$ cat config.mk
export PLATFORM = sky130hd
export DESIGN_NAME = bfly_stage_seq_flat
export DESIGN_NICKNAME = d
export VERILOG_FILES = /design/src/rtl/bfly_stage_seq_if.sv /design/src/rtl/bfly_stage_seq.sv /design/src/flat_wrapper.sv
export SDC_FILE = /design/constraint.sdc
export NUM_CORES = 1
export LEC_CHECK = 0
export BUFFER_PORTS_ARGS = -buffer_cell sky130_fd_sc_hd__buf_4
export CELL_PAD_IN_SITES_DETAIL_PLACEMENT = 0
export CELL_PAD_IN_SITES_GLOBAL_PLACEMENT = 2
export CORE_MARGIN = 5
export CORE_UTILIZATION = 28
export DETAILED_ROUTE_END_ITERATION = 10
export PLACE_DENSITY = 0.84
export SYNTH_ARGS = -nofsm -noshare
export SYNTH_HDL_FRONTEND = slang
export SYNTH_SLANG_ARGS = --single-unit
$ cat constraint.sdc
create_clock -name clk -period 1.27 [get_ports clk]
set_clock_uncertainty 0.15 [all_clocks]
set_input_delay 0.1905 -clock clk [delete_from_list [all_inputs] [get_ports clk]]
set_output_delay 0.1905 -clock clk [all_outputs]
set_load 0.005 [all_outputs]
$ cat src/rtl/bfly_stage_seq_if.sv
// Control bundle between a stage requester and the butterfly stage sequencer.
// The sequencer takes the slave side; the requester and the RAM/butterfly take the master side.
interface bfly_stage_seq_if #(
    parameter int unsigned N_LOG2 = 4
);
    localparam int unsigned StageW = (N_LOG2 > 1) ? $clog2(N_LOG2) : 1;

    logic              start;
    logic [StageW-1:0] stage;
    logic              busy;
    logic              done;
    logic              rd_en;
    logic [N_LOG2-1:0] rd_addr0;
    logic [N_LOG2-1:0] rd_addr1;
    logic              bf_en;
    logic              wr_en;
    logic [N_LOG2-1:0] wr_addr0;
    logic [N_LOG2-1:0] wr_addr1;

    modport master (
        output start, stage,
        input  busy, done, rd_en, rd_addr0, rd_addr1, bf_en, wr_en, wr_addr0, wr_addr1
    );

    modport slave (
        input  start, stage,
        output busy, done, rd_en, rd_addr0, rd_addr1, bf_en, wr_en, wr_addr0, wr_addr1
    );
endinterface

$ cat src/rtl/bfly_stage_seq.sv
// Address sequencer for one radix-2 FFT stage: issues N/2 read pairs, then
// delay-matches the strobes and addresses to the butterfly enable and write-back.
module bfly_stage_seq #(
    parameter int unsigned DATA_WIDTH = 16,
    parameter int unsigned N_LOG2     = 4,
    parameter int unsigned RAM_LAT    = 1,
    parameter int unsigned BF_LAT     = 1
) (
    input logic             clk,
    input logic             rst,
    bfly_stage_seq_if.slave bus
);
    localparam int unsigned StageW  = (N_LOG2 > 1) ? $clog2(N_LOG2) : 1;
    localparam int unsigned KW      = N_LOG2 - 1;
    localparam int unsigned PipeLat = RAM_LAT + BF_LAT;

    localparam logic [1:0] StIdle  = 2'd0;
    localparam logic [1:0] StRun   = 2'd1;
    localparam logic [1:0] StDrain = 2'd2;

    if (DATA_WIDTH == 0 || N_LOG2 < 2 || RAM_LAT < 1 || RAM_LAT > 3 ||
        BF_LAT < 1 || BF_LAT > 3) begin : g_param_check
        $error("bfly_stage_seq: parameter out of range");
    end

    logic [1:0]        state_q, state_d;
    logic [KW-1:0]     k_q, k_d;
    logic [StageW-1:0] stage_q, stage_d;
    logic [2:0]        drain_q, drain_d;
    logic              done_q, done_d;

    logic [PipeLat-1:0] vld_q;
    logic [N_LOG2-1:0]  a0_q [PipeLat];
    logic [N_LOG2-1:0]  a1_q [PipeLat];

    logic              rd_en;
    logic              wr_en;
    logic [N_LOG2-1:0] kk, span, mask, addr0, addr1;

    // Insert a zero at bit s of k: low bits stay, high bits shift up by one.
    always_comb begin
        kk    = N_LOG2'(k_q);
        span  = N_LOG2'(1) << stage_q;
        mask  = span - N_LOG2'(1);
        rd_en = (state_q == StRun);
        addr0 = '0;
        addr1 = '0;
        if (rd_en) begin
            addr0 = ((kk & ~mask) << 1) | (kk & mask);
            addr1 = addr0 | span;
        end
    end

    always_comb begin
        state_d = state_q;
        k_d     = k_q;
        stage_d = stage_q;
        drain_d = drain_q;
        done_d  = 1'b0;
        case (state_q)
            StIdle: begin
                if (bus.start) begin
                    state_d = StRun;
                    k_d     = '0;
                    stage_d = (32'(bus.stage) >= N_LOG2) ? StageW'(N_LOG2 - 1) : bus.stage;
                end
            end
            StRun: begin
                if (k_q == '1) begin
                    state_d = StDrain;
                    drain_d = '0;
                end else begin
                    k_d = k_q + KW'(1);
                end
            end
            StDrain: begin
                drain_d = drain_q + 3'd1;
                // Last drain cycle is the one carrying the final wr_en.
                if (32'(drain_q) == PipeLat - 1) begin
                    state_d = StIdle;
                    done_d  = 1'b1;
                end
            end
            default: state_d = StIdle;
        endcase
    end

    always_ff @(posedge clk) begin
        if (rst) begin
            state_q <= StIdle;
            k_q     <= '0;
            stage_q <= '0;
            drain_q <= '0;
            done_q  <= 1'b0;
            vld_q   <= '0;
            for (int i = 0; i < PipeLat; i++) begin
                a0_q[i] <= '0;
                a1_q[i] <= '0;
            end
        end else begin
            state_q <= state_d;
            k_q     <= k_d;
            stage_q <= stage_d;
            drain_q <= drain_d;
            done_q  <= done_d;
            vld_q   <= {vld_q[PipeLat-2:0], rd_en};
            a0_q[0] <= addr0;
            a1_q[0] <= addr1;
            for (int i = 1; i < PipeLat; i++) begin
                a0_q[i] <= a0_q[i-1];
                a1_q[i] <= a1_q[i-1];
            end
        end
    end

    assign wr_en        = vld_q[PipeLat-1];
    assign bus.busy     = (state_q != StIdle);
    assign bus.done     = done_q;
    assign bus.rd_en    = rd_en;
    assign bus.rd_addr0 = addr0;
    assign bus.rd_addr1 = addr1;
    assign bus.bf_en    = vld_q[RAM_LAT-1];
    assign bus.wr_en    = wr_en;
    assign bus.wr_addr0 = wr_en ? a0_q[PipeLat-1] : '0;
    assign bus.wr_addr1 = wr_en ? a1_q[PipeLat-1] : '0;
endmodule

$ cat src/flat_wrapper.sv
// flat-port wrapper written by rule: the top's interface ports become plain ports
module bfly_stage_seq_flat 
#(
    parameter int unsigned DATA_WIDTH = 16,
    parameter int unsigned N_LOG2     = 4,
    parameter int unsigned RAM_LAT    = 1,
    parameter int unsigned BF_LAT     = 1
)
  (clk, rst, bus_start, bus_stage, bus_busy, bus_done, bus_rd_en, bus_rd_addr0, bus_rd_addr1, bus_bf_en, bus_wr_en, bus_wr_addr0, bus_wr_addr1);
  bfly_stage_seq_if #(.N_LOG2(N_LOG2)) bus_i ();
  input logic clk;
  input logic rst;
  input wire logic [$bits(bus_i.start)-1:0] bus_start;
  input wire logic [$bits(bus_i.stage)-1:0] bus_stage;
  output wire logic [$bits(bus_i.busy)-1:0] bus_busy;
  output wire logic [$bits(bus_i.done)-1:0] bus_done;
  output wire logic [$bits(bus_i.rd_en)-1:0] bus_rd_en;
  output wire logic [$bits(bus_i.rd_addr0)-1:0] bus_rd_addr0;
  output wire logic [$bits(bus_i.rd_addr1)-1:0] bus_rd_addr1;
  output wire logic [$bits(bus_i.bf_en)-1:0] bus_bf_en;
  output wire logic [$bits(bus_i.wr_en)-1:0] bus_wr_en;
  output wire logic [$bits(bus_i.wr_addr0)-1:0] bus_wr_addr0;
  output wire logic [$bits(bus_i.wr_addr1)-1:0] bus_wr_addr1;
  assign bus_i.start = bus_start;
  assign bus_i.stage = bus_stage;
  assign bus_busy = bus_i.busy;
  assign bus_done = bus_i.done;
  assign bus_rd_en = bus_i.rd_en;
  assign bus_rd_addr0 = bus_i.rd_addr0;
  assign bus_rd_addr1 = bus_i.rd_addr1;
  assign bus_bf_en = bus_i.bf_en;
  assign bus_wr_en = bus_i.wr_en;
  assign bus_wr_addr0 = bus_i.wr_addr0;
  assign bus_wr_addr1 = bus_i.wr_addr1;
  bfly_stage_seq #(.DATA_WIDTH(DATA_WIDTH), .N_LOG2(N_LOG2), .RAM_LAT(RAM_LAT), .BF_LAT(BF_LAT)) u_core (.clk(clk), .rst(rst), .bus(bus_i));
endmodule
## After elaboration in Yosys (flattened, before gate mapping)

Memories as Yosys holds them, arrays and structs flattened.
Cells that the tools add are included.

| cells by class | value |
|---|---|
| reduce and logical (&&, ||, !) cells | 9 |
| equal/unequal tests | 8 |
| muxes and demuxes | 21 |
| bitwise operators | 10 |
| add/subtract/negate cells | 3 |
| shift-type cells | 1 |

Operators with widths:

| kind | number |
|---|---|
| $mux W4 | 8 |
| $pmux W3 S2 | 2 |
| $mux W3 | 3 |
| $or A4 B4 Y4 | 2 |
| $add A3 B1 Y3 const B | 2 |
| $mux W2 | 3 |
| $pmux W2 S3 | 1 |
| $reduce_and A3 Y1 | 2 |
| $reduce_bool A2 Y1 | 3 |
| $and A3 B4 Y4 | 1 |
| $mux W1 | 4 |
| $ne A2 B1 Y1 const B | 2 |
| $ne A2 B2 Y1 const B | 2 |
| $or A1 B1 Y1 | 4 |
| $reduce_and A2 Y1 | 2 |
| $shl A1 B2 Y4 const A | 1 |
| $sub A4 B1 Y4 const B | 1 |
| $and A3 B3 Y3 | 1 |
| $eq A3 B1 Y1 const B | 1 |
| $eq A3 B3 Y1 const B | 1 |
| $not A3 Y3 | 1 |
| $eq A2 B1 Y1 const B | 1 |
| $eq A2 B2 Y1 const B | 1 |
| $logic_not A2 Y1 | 1 |
| other kinds (2) | 2 |

| storage, ports and cells | value |
|---|---|
| bits in registers | 13 |
| memories | 2 |
| word-level logic and storage cells | 60 |
| bits in writable memories | 16 |
| output and inout port bits | 21 |
| input port bits | 5 |

Memory list:

| memory | words | width | read ports | clocked after memory_dff | wr ports | RTL line | text |
|---|---|---|---|---|---|---|---|
| u_core.a0_q | 2 | 4 | 2 | 0 | 2 | bfly_stage_seq.sv:33 | `logic [N_LOG2-1:0] a0_q [PipeLat];` |
| u_core.a1_q | 2 | 4 | 2 | 0 | 2 | bfly_stage_seq.sv:34 | `logic [N_LOG2-1:0] a1_q [PipeLat];` |

## Depth between registers and ports, before layout

Gate-level depths: netlist of run 1.

| depth | value |
|---|---|
| depth after elaboration | 8 |
| gate-level depth with buffers | 5 |
| gate-level depth less buffers | 5 |

## Worst setup path before layout of run 1

No wires, ideal clock.

| timing | value |
|---|---|
| path type | reg-to-reg |
| from | register u_core.k_q[0] |
| to | register u_core.k_q[0] |
| library setup time | 0.071 ns |
| stages on the path, launching flop included | 6 |
| data required time | 1.049 ns |
| slack | -0.133 ns |
| period minus slack after synthesis | 1.403 ns |
| arrival | 1.182 ns |
| path through | dfxtp_1 ha_1 ha_1 nor4b_1 a31oi_1 a21oi_1 |

| between the ends | value |
|---|---|
| cells in the longest elaborated chain, start to end | 3 |
| elaborated cells on any way between the ends | 6 |
| classes of those cells | add/sub (1); eq/ne (2); mux (2); reduce/logical (1) |

RTL lines:

| element | RTL line | text |
|---|---|---|
| start: declaration | bfly_stage_seq.sv:27 | `logic [KW-1:0] k_q, k_d;` |
| start signal: assignment | bfly_stage_seq.sv:102 | `k_q <= k_d;` |
| $add A3 B1 Y3 / $eq A3 B3 Y1 (equally long branches) | bfly_stage_seq.sv:73, bfly_stage_seq.sv:69 |  |
| $mux W3 / $ne A2 B2 Y1 (equally long branches) | - |  |
| $pmux W3 S2 / $reduce_and A3 Y1 (equally long branches) | - |  |

Several ways; a longest one is shown, not always the timed one. The select of a mux whose other input is x is not followed.
A chain may end at the register's enable or synchronous reset.

## Worst setup path after layout of run 1

| timing | value |
|---|---|
| from | register u_core.stage_q[1] |
| to | output port bus_rd_addr0[2] |

| between the ends | value |
|---|---|
| cells in the longest elaborated chain, start to end | 6 |
| elaborated cells on any way between the ends | 7 |
| classes of those cells | add/sub (1); shift (1); mux (1); bitwise (4) |

RTL lines:

| element | RTL line | text |
|---|---|---|
| start: declaration | bfly_stage_seq.sv:28 | `logic [StageW-1:0] stage_q, stage_d;` |
| start signal: assignment | bfly_stage_seq.sv:103 | `stage_q <= stage_d;` |
| $shl A1 B2 Y4 * | bfly_stage_seq.sv:43 | `span = N_LOG2'(1) << stage_q;` |
| $sub A4 B1 Y4 * | bfly_stage_seq.sv:44 | `mask = span - N_LOG2'(1);` |
| $not A3 Y3 | bfly_stage_seq.sv:49 | `addr0 = ((kk & ~mask) << 1) \| (kk & mask);` |
| $and A3 B3 Y3 | bfly_stage_seq.sv:49 |  |
| $or A4 B4 Y4 * | bfly_stage_seq.sv:49 |  |
| $mux W4 * | bfly_stage_seq.sv:48 | `if (rd_en) begin` |
| end: declaration | flat_wrapper.sv:18 | `output wire logic [$bits(bus_i.rd_addr0)-1:0] bus_rd_addr0;` |

Mark *: on every way between the ends. The rest lies on a longest branch, timed or not.

==> results.txt, run 1 <==
----------------------------------------------------
[Final layout]
  Cell area after layout ... 2060 sq um
  N_diodes ... 0
  Share of post-route cells with drive strength above 1 ... 61.0%
  Synthesis-to-finish area growth ... 71.7%
  Most common cell after layout, fill and taps aside ... sky130_fd_sc_hd__buf_4
  Fillcell total ... approximately 380
  Final net count ... 203
  Most frequent cells in the layout ... sky130_fd_sc_hd__buf_4, sky130_fd_sc_hd__buf_6, sky130_fd_sc_hd__dfxtp_1

[Route]
  Post-Route M1 WL ... 1280 um
  Max layer used ... met4
  Number of nets still failing antenna checks after routing ... 0
  Routed Wire Length ... 3050 um
  Met3 Routed Length ... 196 um
  Number of search-and-repair iterations in the first detailed-routing pass ... 3
  Total number of vias ... around 1,100
  Remaining routing DRC violations ... 0
  Number of design-rule violations left by the first detailed-router iteration ... 40
  Vias per cell ... 4.48
  Per-cell routed wire length ... 12.4 um
  Met2 routed wirelength ... 1510 um

[Power and ir drop]
  Power density over the cells ... 944 nW/um^2
  Overall Power ... 0.00194 W
  Part of the total power dissipated in sequential elements ... 48.9%
  Power share of the clock group ... 37.3%
  Net switching component of the power ... 0.000490 W
  Pint ... 0.00146 W
  Worst supply voltage drop on vdd ... 494 uV
  Switching share of total power ... 25.2%
  Logic pwr share ... 13.8%
  Static power due to leakage ... 0.858 nW

[Floorplan]
  Effective utilization at floorplan ... 29.4%
  Die outline area ... ~5700 sq um
  Chip width ... 75.5 um
  Area of the core ... 4090 sq um
  I/O pin total ... 26
  Die outline height ... 75.5 um
  Std-Cell Rows ... 23

[STA]
  Final worst slack ... -248 ps
  Min Clock Period, post-route ... 1520 ps
  Setup TNS ... -3250 ps
  Worst slew slack as a fraction of its limit ... between 80% and 90%
  Hold Vio Cnt, Final ... 0
  Final count of pins violating max slew ... 0
  RSZ-0062 raised after global routing ... true
  Fmax ... 659 MHz
  Number of endpoints failing setup at the final stage ... 25
  Tightest Pin Transition ... approximately 230 ps
  Final Cycle Share ... 120%

[CTS]
  Total number of clock tree sinks ... 29
  H-tree depth ... 2
  Clock tree from TritonCTS ... built
  Post-CTS clock slew at the launch and capture registers of the worst setup and hold paths ... 70 ps
  Cell chosen for the clock root ... sky130_fd_sc_hd__clkbuf_8
  Number of buffers created by CTS ... 5
  Worst skew pair latency ... 280 ps
  Number of buffers on the longest clock path ... 2

[Synth]
  Warnings from Yosys ... 0
  Cell type with the highest aggregate area in the netlist ... sky130_fd_sc_hd__dfxtp_1
  Synthesized Nets ... 144
  Share of the yosys chip area belonging to registers ... 48.4%
  Share of the synthesized area in the top cell type ... roughly half
  Count of distinct cell types in the synthesized netlist ... 26
  Number of standard cells after synthesis ... ~140
  Combined area of all synthesized cells ... 1200 sq um
  Top post-synthesis cells by area ... sky130_fd_sc_hd__dfxtp_1, sky130_fd_sc_hd__nor2b_1, sky130_fd_sc_hd__nor2_1
  Seq cells post-synth ... 29
  Post-synthesis average cell area ... just under 9 sq um

[Min path]
  Path type of the worst min-delay path ... in -> reg

[GRT]
  Initial antenna violation count ... 0
  Pin count of the biggest net entering global routing ... 12
  All-Layer GR Usage ... between 10% and 20%
  Via count of the first global-routing pass ... 1,044
  GRT Residual Overflow ... 0
  Global-route wire length before repair ... roughly 4800 um

[Worst setup path]
  Highest net fanout along the worst path ... 6
  Critical-path top delay cell ... sky130_fd_sc_hd__dfxtp_4
  Worst path most repeated cell ... sky130_fd_sc_hd__buf_4
  Biggest cell delay along the critical path ... 380 ps
  Crit start category ... flop
  Arr. time, crit path ... 1180 ps
  Setup Crit Path Kind ... reg -> out
  Capturing element type of the critical path ... primary output
  Cells along the critical path ... buf_4, a31oi_4, nor2_1, buf_4
  Crit path required time ... 930 ps

[Placed design]
  Sum of net half-perimeters after detailed placement ... between 1500 and 2000 um
  RePlAce Congestion ... 0.734
  Area after DPL ... 1620 sq um
  # port buffers ... 25

[Status]
  Failing checks ... negative setup slack
  Status ... finished, violations left

[Job]
  Max-Cap Viols ... 0

----------------------------------------------------
-- routing by layer --
metal  vias to the layer above  GRT usage [%]
li1                        562              -
met3                         7           4.22
met4                         0           5.24
met1                       502           12.7
met5                         -              0
met2                        26           18.6
-- registers in the layout (all words and copies together) (netlist names) --
| name | count |
|---|---|
| u_core.a0_q | 8 |
| u_core.state_q | 2 |
| u_core.k_q | 3 |
| u_core.drain_q | 3 |
| u_core.vld_q | 2 |
| u_core.bus.done | 1 |
| u_core.stage_q | 2 |
| u_core.a1_q | 8 |
-- metrics by stage --
step | setup WS, ps | utilization [%] | instances | hold WS [ps]
after floorplan | 12.7 | - | 135 | 188
after global placement | -11.3 | 39.7 | 226 | 270
after detailed placement | -27.9 | 39.7 | 226 | 273
after CTS | -242 | 47.1 | 241 | 3.74
after global routing | -307 | 50.4 | 245 | 20.5
final | -248 | 50.4 | 245 | 9.62
-- cells by family after synthesis --
logic type / synth area share [%]
muxes: 3.34
DFF: 48.4
adders and majority gates: 4.17
buffers and inverters: 4.69
and+or+nand+nor: 30.8
AOI/OAI and AO/OA: 8.65
-- cell type report --
cell class | instances | area (sq um) | area share, %
Clock buffer | 6 | 72.6 | 3.52
Clock inverter | 2 | 10.0 | 0.486
Inverter | 4 | 15.0 | 0.729
Multi-Input combinational cell | 94 | 753 | 36.6
Sequential cell | 29 | 607 | 29.4
Tap cell | 50 | 62.6 | 3.04
Timing Repair Buffer | 60 | 541 | 26.2
-- Yosys cell counts --
master / count
sky130_fd_sc_hd__a2bb2oi_1: 1
sky130_fd_sc_hd__nor2_2: 8
sky130_fd_sc_hd__or2_1: 1
sky130_fd_sc_hd__a221o_1: 1
sky130_fd_sc_hd__inv_1: 4
sky130_fd_sc_hd__nand2_1: 7
sky130_fd_sc_hd__o21bai_1: 1
sky130_fd_sc_hd__or2_2: 1
sky130_fd_sc_hd__nor4b_1: 1
sky130_fd_sc_hd__nand3_1: 4
sky130_fd_sc_hd__o21ai_0: 1
sky130_fd_sc_hd__nor2_1: 16
sky130_fd_sc_hd__nand2b_1: 5
sky130_fd_sc_hd__and2_1: 8
sky130_fd_sc_hd__o31ai_1: 1
sky130_fd_sc_hd__buf_2: 3
sky130_fd_sc_hd__buf_6: 1
sky130_fd_sc_hd__mux2i_1: 4
sky130_fd_sc_hd__nor3b_1: 2
sky130_fd_sc_hd__a31oi_1: 4
sky130_fd_sc_hd__ha_1: 4
sky130_fd_sc_hd__nor2b_1: 12
sky130_fd_sc_hd__nor3_1: 4
sky130_fd_sc_hd__a21oi_1: 8
sky130_fd_sc_hd__dfxtp_1: 29
sky130_fd_sc_hd__clkbuf_1: 4
-- critical path, delay by kind of cell, from the launching register on --
kind / cells / cell delay (ps)
and+or+nand+nor: 1 / 50
AOI/OAI and AO/OA: 1 / 160
DFF: 1 / 380
buffers and inverters: 2 / 300
-- power groups by stage --
stage	combinational [W]	clock (W)	sequential, W
after floorplan	0.000100	0	0.000965
after global placement	0.000196	0	0.000970
after detailed placement	0.000197	0	0.000972
after CTS	0.000241	0.000741	0.000953
after global routing	0.000292	0.000795	0.000954
final	0.000268	0.000725	0.000951
-- worst paths after layout --
kind                                   from                           end  slack, ps  cells past startpoint
max reg2reg      u_core.k_q[0]$_SDFFE_PP0P_    u_core.k_q[0]$_SDFFE_PP0P_       -210                      6
min                                     rst    u_core.k_q[1]$_SDFFE_PP0P_         10                      2
min reg2reg    u_core.a1_q[0][1]$_SDFF_PP0_  u_core.a1_q[0][5]$_SDFF_PP0_        290                      1
max          u_core.stage_q[1]$_SDFFE_PP0P_               bus_rd_addr0[2]       -250                      4
-- repair_timing --
action,in CTS,in global routing
setup endpoints to repair,25,28
hold buffers,1,0
cloned,1,0
gates resized for setup,47,32
endpoints found under the hold margin,1,0
pin swaps,15,3
setup buffers,5,4
(Power assumes the default switching activity.)
==> inputs of run 2 (changes only) <==
--- a/config.mk
+++ b/config.mk
@@ -8,10 +8,13 @@
 export BUFFER_PORTS_ARGS = -buffer_cell sky130_fd_sc_hd__buf_4
 export CELL_PAD_IN_SITES_DETAIL_PLACEMENT = 0
 export CELL_PAD_IN_SITES_GLOBAL_PLACEMENT = 2
+export CORE_ASPECT_RATIO = 1.1
 export CORE_MARGIN = 5
 export CORE_UTILIZATION = 28
 export DETAILED_ROUTE_END_ITERATION = 10
+export GPL_ROUTABILITY_DRIVEN = 0
 export PLACE_DENSITY = 0.84
+export RECOVER_POWER = 50
 export SYNTH_ARGS = -nofsm -noshare
 export SYNTH_HDL_FRONTEND = slang
 export SYNTH_SLANG_ARGS = --single-unit
==> results.txt, run 2 (same netlist as run 1, synthesis figures left out) <==
----------------------------------------------------
[Status]
  Status ... finished, violations left
  Failing checks ... negative hold slack, negative setup slack

[Worst setup path]
  Crit path required time ... 930 ps (about the same)
  Capturing element type of the critical path ... primary output
  Biggest cell delay along the critical path ... 400 ps (+20 ps)
  Arr. time, crit path ... 1190 ps (about the same)
  Setup Crit Path Kind ... reg -> out
  Reg-to-reg slack, setup ... -160 ps (+50 ps)
  Critical path's top delay family ... flip-flops
  Worst path most repeated cell ... sky130_fd_sc_hd__buf_4
  Timing startpoint of the critical path ... u_core.stage_q[1]$_SDFFE_PP0P_
  Critical-path top delay cell ... sky130_fd_sc_hd__dfxtp_4
  Highest net fanout along the worst path ... 11 (+5)
  Crit start category ... flop
  Buffer and inverter count on the worst path ... 2 (unchanged)
  Worst reg2reg startpoint ... u_core.k_q[1]$_SDFFE_PP0P_
  Cells along the critical path ... buf_4, a21oi_2, nor2_2, buf_4

[CTS]
  Number of buffers on the longest clock path ... 2 (unchanged)
  Cell chosen for the clock root ... sky130_fd_sc_hd__clkbuf_8
  Post-CTS clock slew at the launch and capture registers of the worst setup and hold paths ... 60 ps (about the same)
  Total number of clock tree sinks ... 29 (unchanged)
  Number of buffers created by CTS ... 5 (unchanged)
  Clock tree from TritonCTS ... built
  H-tree depth ... 2 (unchanged)
  Worst skew pair latency ... 280 ps (about the same)

[Final layout]
  Finished Layout Cells ... 252 (+2.9%)
  Biggest regs ... u_core.a0_q x8, u_core.a1_q x8
  Share of post-route cells with drive strength above 1 ... 58.6% (-2.4 points)
  Final net count ... 206 (+1.5%)
  Most common cell after layout, fill and taps aside ... sky130_fd_sc_hd__buf_4
  Area of the multi-input gates ... 728 sq um (-3.3%)
  Cell area after layout ... 2070 sq um (+0.30%)
  Fillcell total ... 393 (+3.1%)
  Synthesis-to-finish area growth ... 72.3%
  Storage element area ... 606 sq um (-0.21%)
  Most frequent cells in the layout ... sky130_fd_sc_hd__buf_4, sky130_fd_sc_hd__dfxtp_1, sky130_fd_sc_hd__buf_6
  N_diodes ... 0 (unchanged)

[Job]
  Max-Cap Viols ... 0 (unchanged)

[Placed design]
  Area after DPL ... 1640 sq um (+0.77%)
  Placed Cells ... 231 (+2.2%)
  # port buffers ... 25 (unchanged)
  Sum of net half-perimeters after detailed placement ... 1840 um (-5.2%)

[Power and ir drop]
  Static power due to leakage ... 0.874 nW (+1.9%)
  Worst supply voltage drop on vdd ... 627 uV (+27%)
  Overall Power ... 0.00205 W (+5.4%)
  Power density over the cells ... 992 nW/um^2 (+5.1%)

[Route]
  Number of design-rule violations left by the first detailed-router iteration ... 34 (-15%)
  Remaining routing DRC violations ... 0 (unchanged)
  Routed Wire Length ... 2780 um (-8.9%)
  Number of search-and-repair iterations in the first detailed-routing pass ... 4 (+1)
  Per-cell routed wire length ... 11.0 um (-11%)
  Number of nets still failing antenna checks after routing ... 0 (unchanged)
  Total number of vias ... 1,099 (+0.18%)
  Vias per cell ... 4.36 (-2.6%)

[GRT]
  All-Layer GR Usage ... 10.0% (-1.2 points)
  Global-route wire length before repair ... 4380 um (-8.6%)
  Via count of the first global-routing pass ... 1,007 (-3.5%)
  GRT Residual Overflow ... 0 (unchanged)
  Initial antenna violation count ... 0 (unchanged)
  Pin count of the biggest net entering global routing ... 15 (+3)

[STA]
  Final worst slack ... -256 ps (-8.17 ps)
  Final count of pins violating max slew ... 0 (unchanged)
  Fmax ... 655 MHz (-0.54%)
  Min Clock Period, post-route ... 1530 ps (+8.17 ps)
  Setup TNS ... -3390 ps (-143 ps)
  Worst slew slack as a fraction of its limit ... 80.5% (-3.9 points)
  Tightest Pin Transition ... 293 ps (+60.1 ps)
  Final Cycle Share ... 120% (+0.64 points)
  WHS ... -1.87 ps (-11.5 ps)
  RSZ-0062 raised after global routing ... true
  Hold Vio Cnt, Final ... 1 (+1)
  Number of endpoints failing setup at the final stage ... 28 (+12%)

[Floorplan]
  Area of the core ... 4220 sq um (+3.3%)
  I/O pin total ... 26 (unchanged)
  Std-Cell Rows ... 25 (+8.7%)
  Chip width ... 72.4 um (-4.0%)
  Effective utilization at floorplan ... 28.4% (-0.95 points)
  Die outline area ... 5700 sq um (about the same)
  Die outline height ... 78.7 um (+4.2%)

[Min path]
  Launch instance of the worst min-delay path ... bus_stage[1]
  Path type of the worst min-delay path ... in -> reg

----------------------------------------------------
run 2: changes by cell type in the layout (fill, tap and decap cells not counted), moves of 2 or more:
cell,delta
sky130_fd_sc_hd__nor2_2,+4
sky130_fd_sc_hd__buf_4,+3
sky130_fd_sc_hd__nor2_1,-3
sky130_fd_sc_hd__a21oi_1,+2
sky130_fd_sc_hd__clkbuf_8,+2
run 2: metal layers:
metal | vias to the layer above | global-route usage [%] | wire, um
li1 | 567 | - | -
met2 | 26 | 16.3 | 1460
met1 | 497 | 10.8 | 1070
met5 | - | 0 | 0
met4 | 0 | 4.61 | 58
met3 | 9 | 4.99 | 187
run 2: repair_timing:
action,in CTS,in global routing
pin swaps,10,6
hold endpoints to repair,6,0
resized for setup,37,31
hold buffers,2,0
endpoints found under the setup margin,32,29
setup buffers,7,4
run 2: power breakdown:
| part | internal (W) | leakage (nW) | switching (W) |
|---|---|---|---|
| sequential | 0.000926 | 0.240 | 0.0000327 |
| clock | 0.000489 | 0.0542 | 0.000348 |
| combinational | 0.000153 | 0.579 | 0.000102 |
| total | 0.00157 | 0.874 | 0.000482 |
run 2: metrics by stage:
step	setup WS (ps)	utilization, %
after floorplan	12.7	-
after detailed placement	-69.2	38.7
final	-256	48.9
after global routing	-328	48.9
after global placement	-40.2	38.7
after CTS	-252	45.7
run 2: worst register-to-register path, stage by stage, from the launching register on:
cell and delay, ps:
sky130_fd_sc_hd__dfxtp_4 360, sky130_fd_sc_hd__buf_6 120, sky130_fd_sc_hd__ha_4 150, sky130_fd_sc_hd__ha_4 200, sky130_fd_sc_hd__nor4b_4 210, sky130_fd_sc_hd__a31oi_1 60
sky130_fd_sc_hd__a21oi_1 120
run 2: final cells by class:
cell class                 count  area share (%)
multi-input combinational     94            35.2
sequential                    29            29.3
timing repair buffer          63            26.6
clock buffer                   7            4.66
tap                           54            3.27
inverter                       4           0.726
clock inverter                 1           0.242
run 2: worst paths after layout:
kind	to	cells past startpoint
hold reg to reg	u_core.a1_q[0][6]$_SDFF_PP0_	1
setup reg to reg	u_core.k_q[0]$_SDFFE_PP0P_	6
hold / removal	u_core.stage_q[1]$_SDFFE_PP0P_	3
setup / recovery	bus_rd_addr1[2]	4
==> inputs of run 3 (changes only) <==
--- a/config.mk
+++ b/config.mk
@@ -9,7 +9,7 @@
 export CELL_PAD_IN_SITES_DETAIL_PLACEMENT = 0
 export CELL_PAD_IN_SITES_GLOBAL_PLACEMENT = 2
 export CORE_ASPECT_RATIO = 1.1
-export CORE_MARGIN = 5
+export CORE_MARGIN = 2
 export CORE_UTILIZATION = 28
 export DETAILED_ROUTE_END_ITERATION = 10
 export GPL_ROUTABILITY_DRIVEN = 0
==> results.txt, run 3 (same netlist as run 1, synthesis figures left out) <==
----------------------------------------------------
[Final layout]
  Final net count ... 216 (+4.9%)
  Synthesis-to-finish area growth ... 83.2%
  Share of post-route cells with drive strength above 1 ... 61.4% (+2.8 points)
  Area of the multi-input gates ... 803 sq um (+10%)
  Fillcell total ... 376 (-4.3%)
  Most common cell after layout, fill and taps aside ... sky130_fd_sc_hd__buf_4
  Most frequent cells in the layout ... sky130_fd_sc_hd__buf_4, sky130_fd_sc_hd__dfxtp_1, sky130_fd_sc_hd__buf_6
  Storage element area ... 611 sq um (+0.83%)
  Biggest regs ... u_core.a0_q x8, u_core.a1_q x8
  N_diodes ... 0 (unchanged)

[Min path]
  Path type of the worst min-delay path ... in -> reg
  Worst hold path cell count ... 3 (unchanged)

[STA]
  RSZ-0062 raised after global routing ... true
  Final count of pins violating max slew ... 0 (unchanged)
  Fmax ... 653 MHz (-0.37%)
  Worst slew slack as a fraction of its limit ... 82.2% (+1.7 points)
  Hold Vio Cnt, Final ... 0 (-1)
  Tightest Pin Transition ... 267 ps (-26.1 ps)
  Number of endpoints failing setup at the final stage ... 19 (-32%)
  Min Clock Period, post-route ... 1530 ps (+5.72 ps)
  Final worst slack ... -262 ps (-5.72 ps)
  Final Cycle Share ... 121% (+0.45 points)
  WHS ... 60.0 ps (+61.9 ps)

[CTS]
  Worst skew pair latency ... 280 ps (about the same)
  Number of buffers on the longest clock path ... 2 (unchanged)
  Cell chosen for the clock root ... sky130_fd_sc_hd__clkbuf_8
  Post-CTS clock slew at the launch and capture registers of the worst setup and hold paths ... 60 ps (about the same)
  Number of buffers created by CTS ... 5 (unchanged)
  H-tree depth ... 2 (unchanged)
  Clock tree from TritonCTS ... built
  Total number of clock tree sinks ... 29 (unchanged)

[GRT]
  All-Layer GR Usage ... 13.6% (+3.5 points)
  Via count of the first global-routing pass ... 1,080 (+7.2%)
  GRT Residual Overflow ... 0 (unchanged)
  Initial antenna violation count ... 0 (unchanged)
  Global-route wire length before repair ... 4920 um (+12%)
  Pin count of the biggest net entering global routing ... 11 (-4)

[Route]
  Routed Wire Length ... 2990 um (+7.8%)
  Number of nets still failing antenna checks after routing ... 0 (unchanged)
  Vias per cell ... 4.45 (+2.1%)
  Remaining routing DRC violations ... 0 (unchanged)
  Number of search-and-repair iterations in the first detailed-routing pass ... 4 (unchanged)
  Number of design-rule violations left by the first detailed-router iteration ... 22 (-35%)
  Total number of vias ... 1,153 (+4.9%)
  Per-cell routed wire length ... 11.5 um (+4.9%)

[Floorplan]
  Die outline height ... 72.7 um (-7.6%)
  Std-Cell Rows ... 24 (-4.0%)
  Effective utilization at floorplan ... 29.6% (+1.2 points)
  Area of the core ... 4050 sq um (-4.0%)
  I/O pin total ... 26 (unchanged)
  Chip width ... 66.4 um (-8.3%)
  Die outline area ... 4830 sq um (-15%)

[Worst setup path]
  Number of cells on the worst reg-to-reg path ... 6 (unchanged)
  Crit path required time ... 930 ps (about the same)
  Setup Crit Path Kind ... reg -> out
  Capturing element type of the critical path ... primary output
  Crit start category ... flop
  Highest net fanout along the worst path ... 8 (-3)
  Arr. time, crit path ... 1190 ps (about the same)

[Placed design]
  # port buffers ... 25 (unchanged)
  Sum of net half-perimeters after detailed placement ... 1860 um (+0.73%)

[Power and ir drop]
  Overall Power ... 0.00203 W (-0.99%)
  Worst supply voltage drop on vdd ... 436 uV (-31%)
  Static power due to leakage ... 0.918 nW (+5.1%)
  Power density over the cells ... 923 nW/um^2 (-6.9%)

[Status]
  Failing checks ... negative setup slack
  Status ... finished, violations left

[Job]
  Max-Cap Viols ... 0 (unchanged)

----------------------------------------------------
-- run 3: changes by cell type in the layout (fill, tap and decap cells not counted), sizes merged --
| cell | previous run | this run |
|---|---|---|
| clkbuf | 8 | 9 |
| buf | 60 | 67 |
| clkinv | 1 | 0 |
| dlygate4sd3 | 2 | 4 |
-- run 3: path summary, 6_finish.rpt --
kind | slack [ps] | to | from
setup reg to reg | -210 | u_core.k_q[0]$_SDFFE_PP0P_ | u_core.k_q[0]$_SDFFE_PP0P_
hold / removal | 60 | u_core.state_q[0]$_SDFFE_PP0P_ | bus_start
setup / recovery | -260 | bus_rd_addr0[2] | u_core.stage_q[0]$_SDFFE_PP0P_
hold reg to reg | 290 | u_core.a0_q[0][5]$_SDFF_PP0_ | u_core.a0_q[0][1]$_SDFF_PP0_
-- run 3: power breakdown --
part           internal (W)  switching (W)  total (W)
logic              0.000187       0.000134   0.000321
clock network      0.000429       0.000327   0.000755
registers          0.000922      0.0000311   0.000953
total               0.00154       0.000492    0.00203
-- run 3: metal layers --
| layer | wire (um) | global-route usage [%] | vias up |
|---|---|---|---|
| met1 | 1180 | 14.4 | 532 |
| met5 | 0 | 0 | - |
| met3 | 161 | 4.94 | 7 |
| met4 | 55 | 5.44 | 0 |
| li1 | - | - | 583 |
| met2 | 1600 | 24.1 | 31 |
-- run 3: final cells by class --
type,count,area share [%]
multi-input cells,94,36.5
repair buffers,73,28.1
flip-flops and latches,29,27.8
well taps,52,2.96
inverters,4,0.683
clock buffers,7,3.93
-- run 3: through the flow --
step / TNS (ps) / util (%) / instance area, sq um / setup WS (ps) / instances
detailed placement: -374 / 40.5 / 1640 / -64.8 / 230
global route: -4180 / 54.2 / 2200 / -304 / 259
floorplan: 0 / - / 1230 / 12.7 / 135
CTS: -2850 / 49.4 / 2000 / -231 / 249
global placement: -89.0 / 40.5 / 1640 / -28.0 / 230
finish: -3130 / 54.2 / 2200 / -262 / 259
-- run 3: repair_timing --
item | CTS | global route
cloned | 1 | 0
gates resized for setup | 51 | 31
endpoints found under the hold margin | 5 | 0
setup buffers | 7 | 11
setup endpoints to repair | 25 | 22
hold buffers | 4 | 0
pin swaps | 13 | 17
-- run 3: critical path, stage by stage, from the launching register on --
cell	delay [ps]
sky130_fd_sc_hd__dfxtp_4	450
sky130_fd_sc_hd__buf_6	140
sky130_fd_sc_hd__a31oi_4	70
sky130_fd_sc_hd__nor2_1	120
sky130_fd_sc_hd__buf_4	130
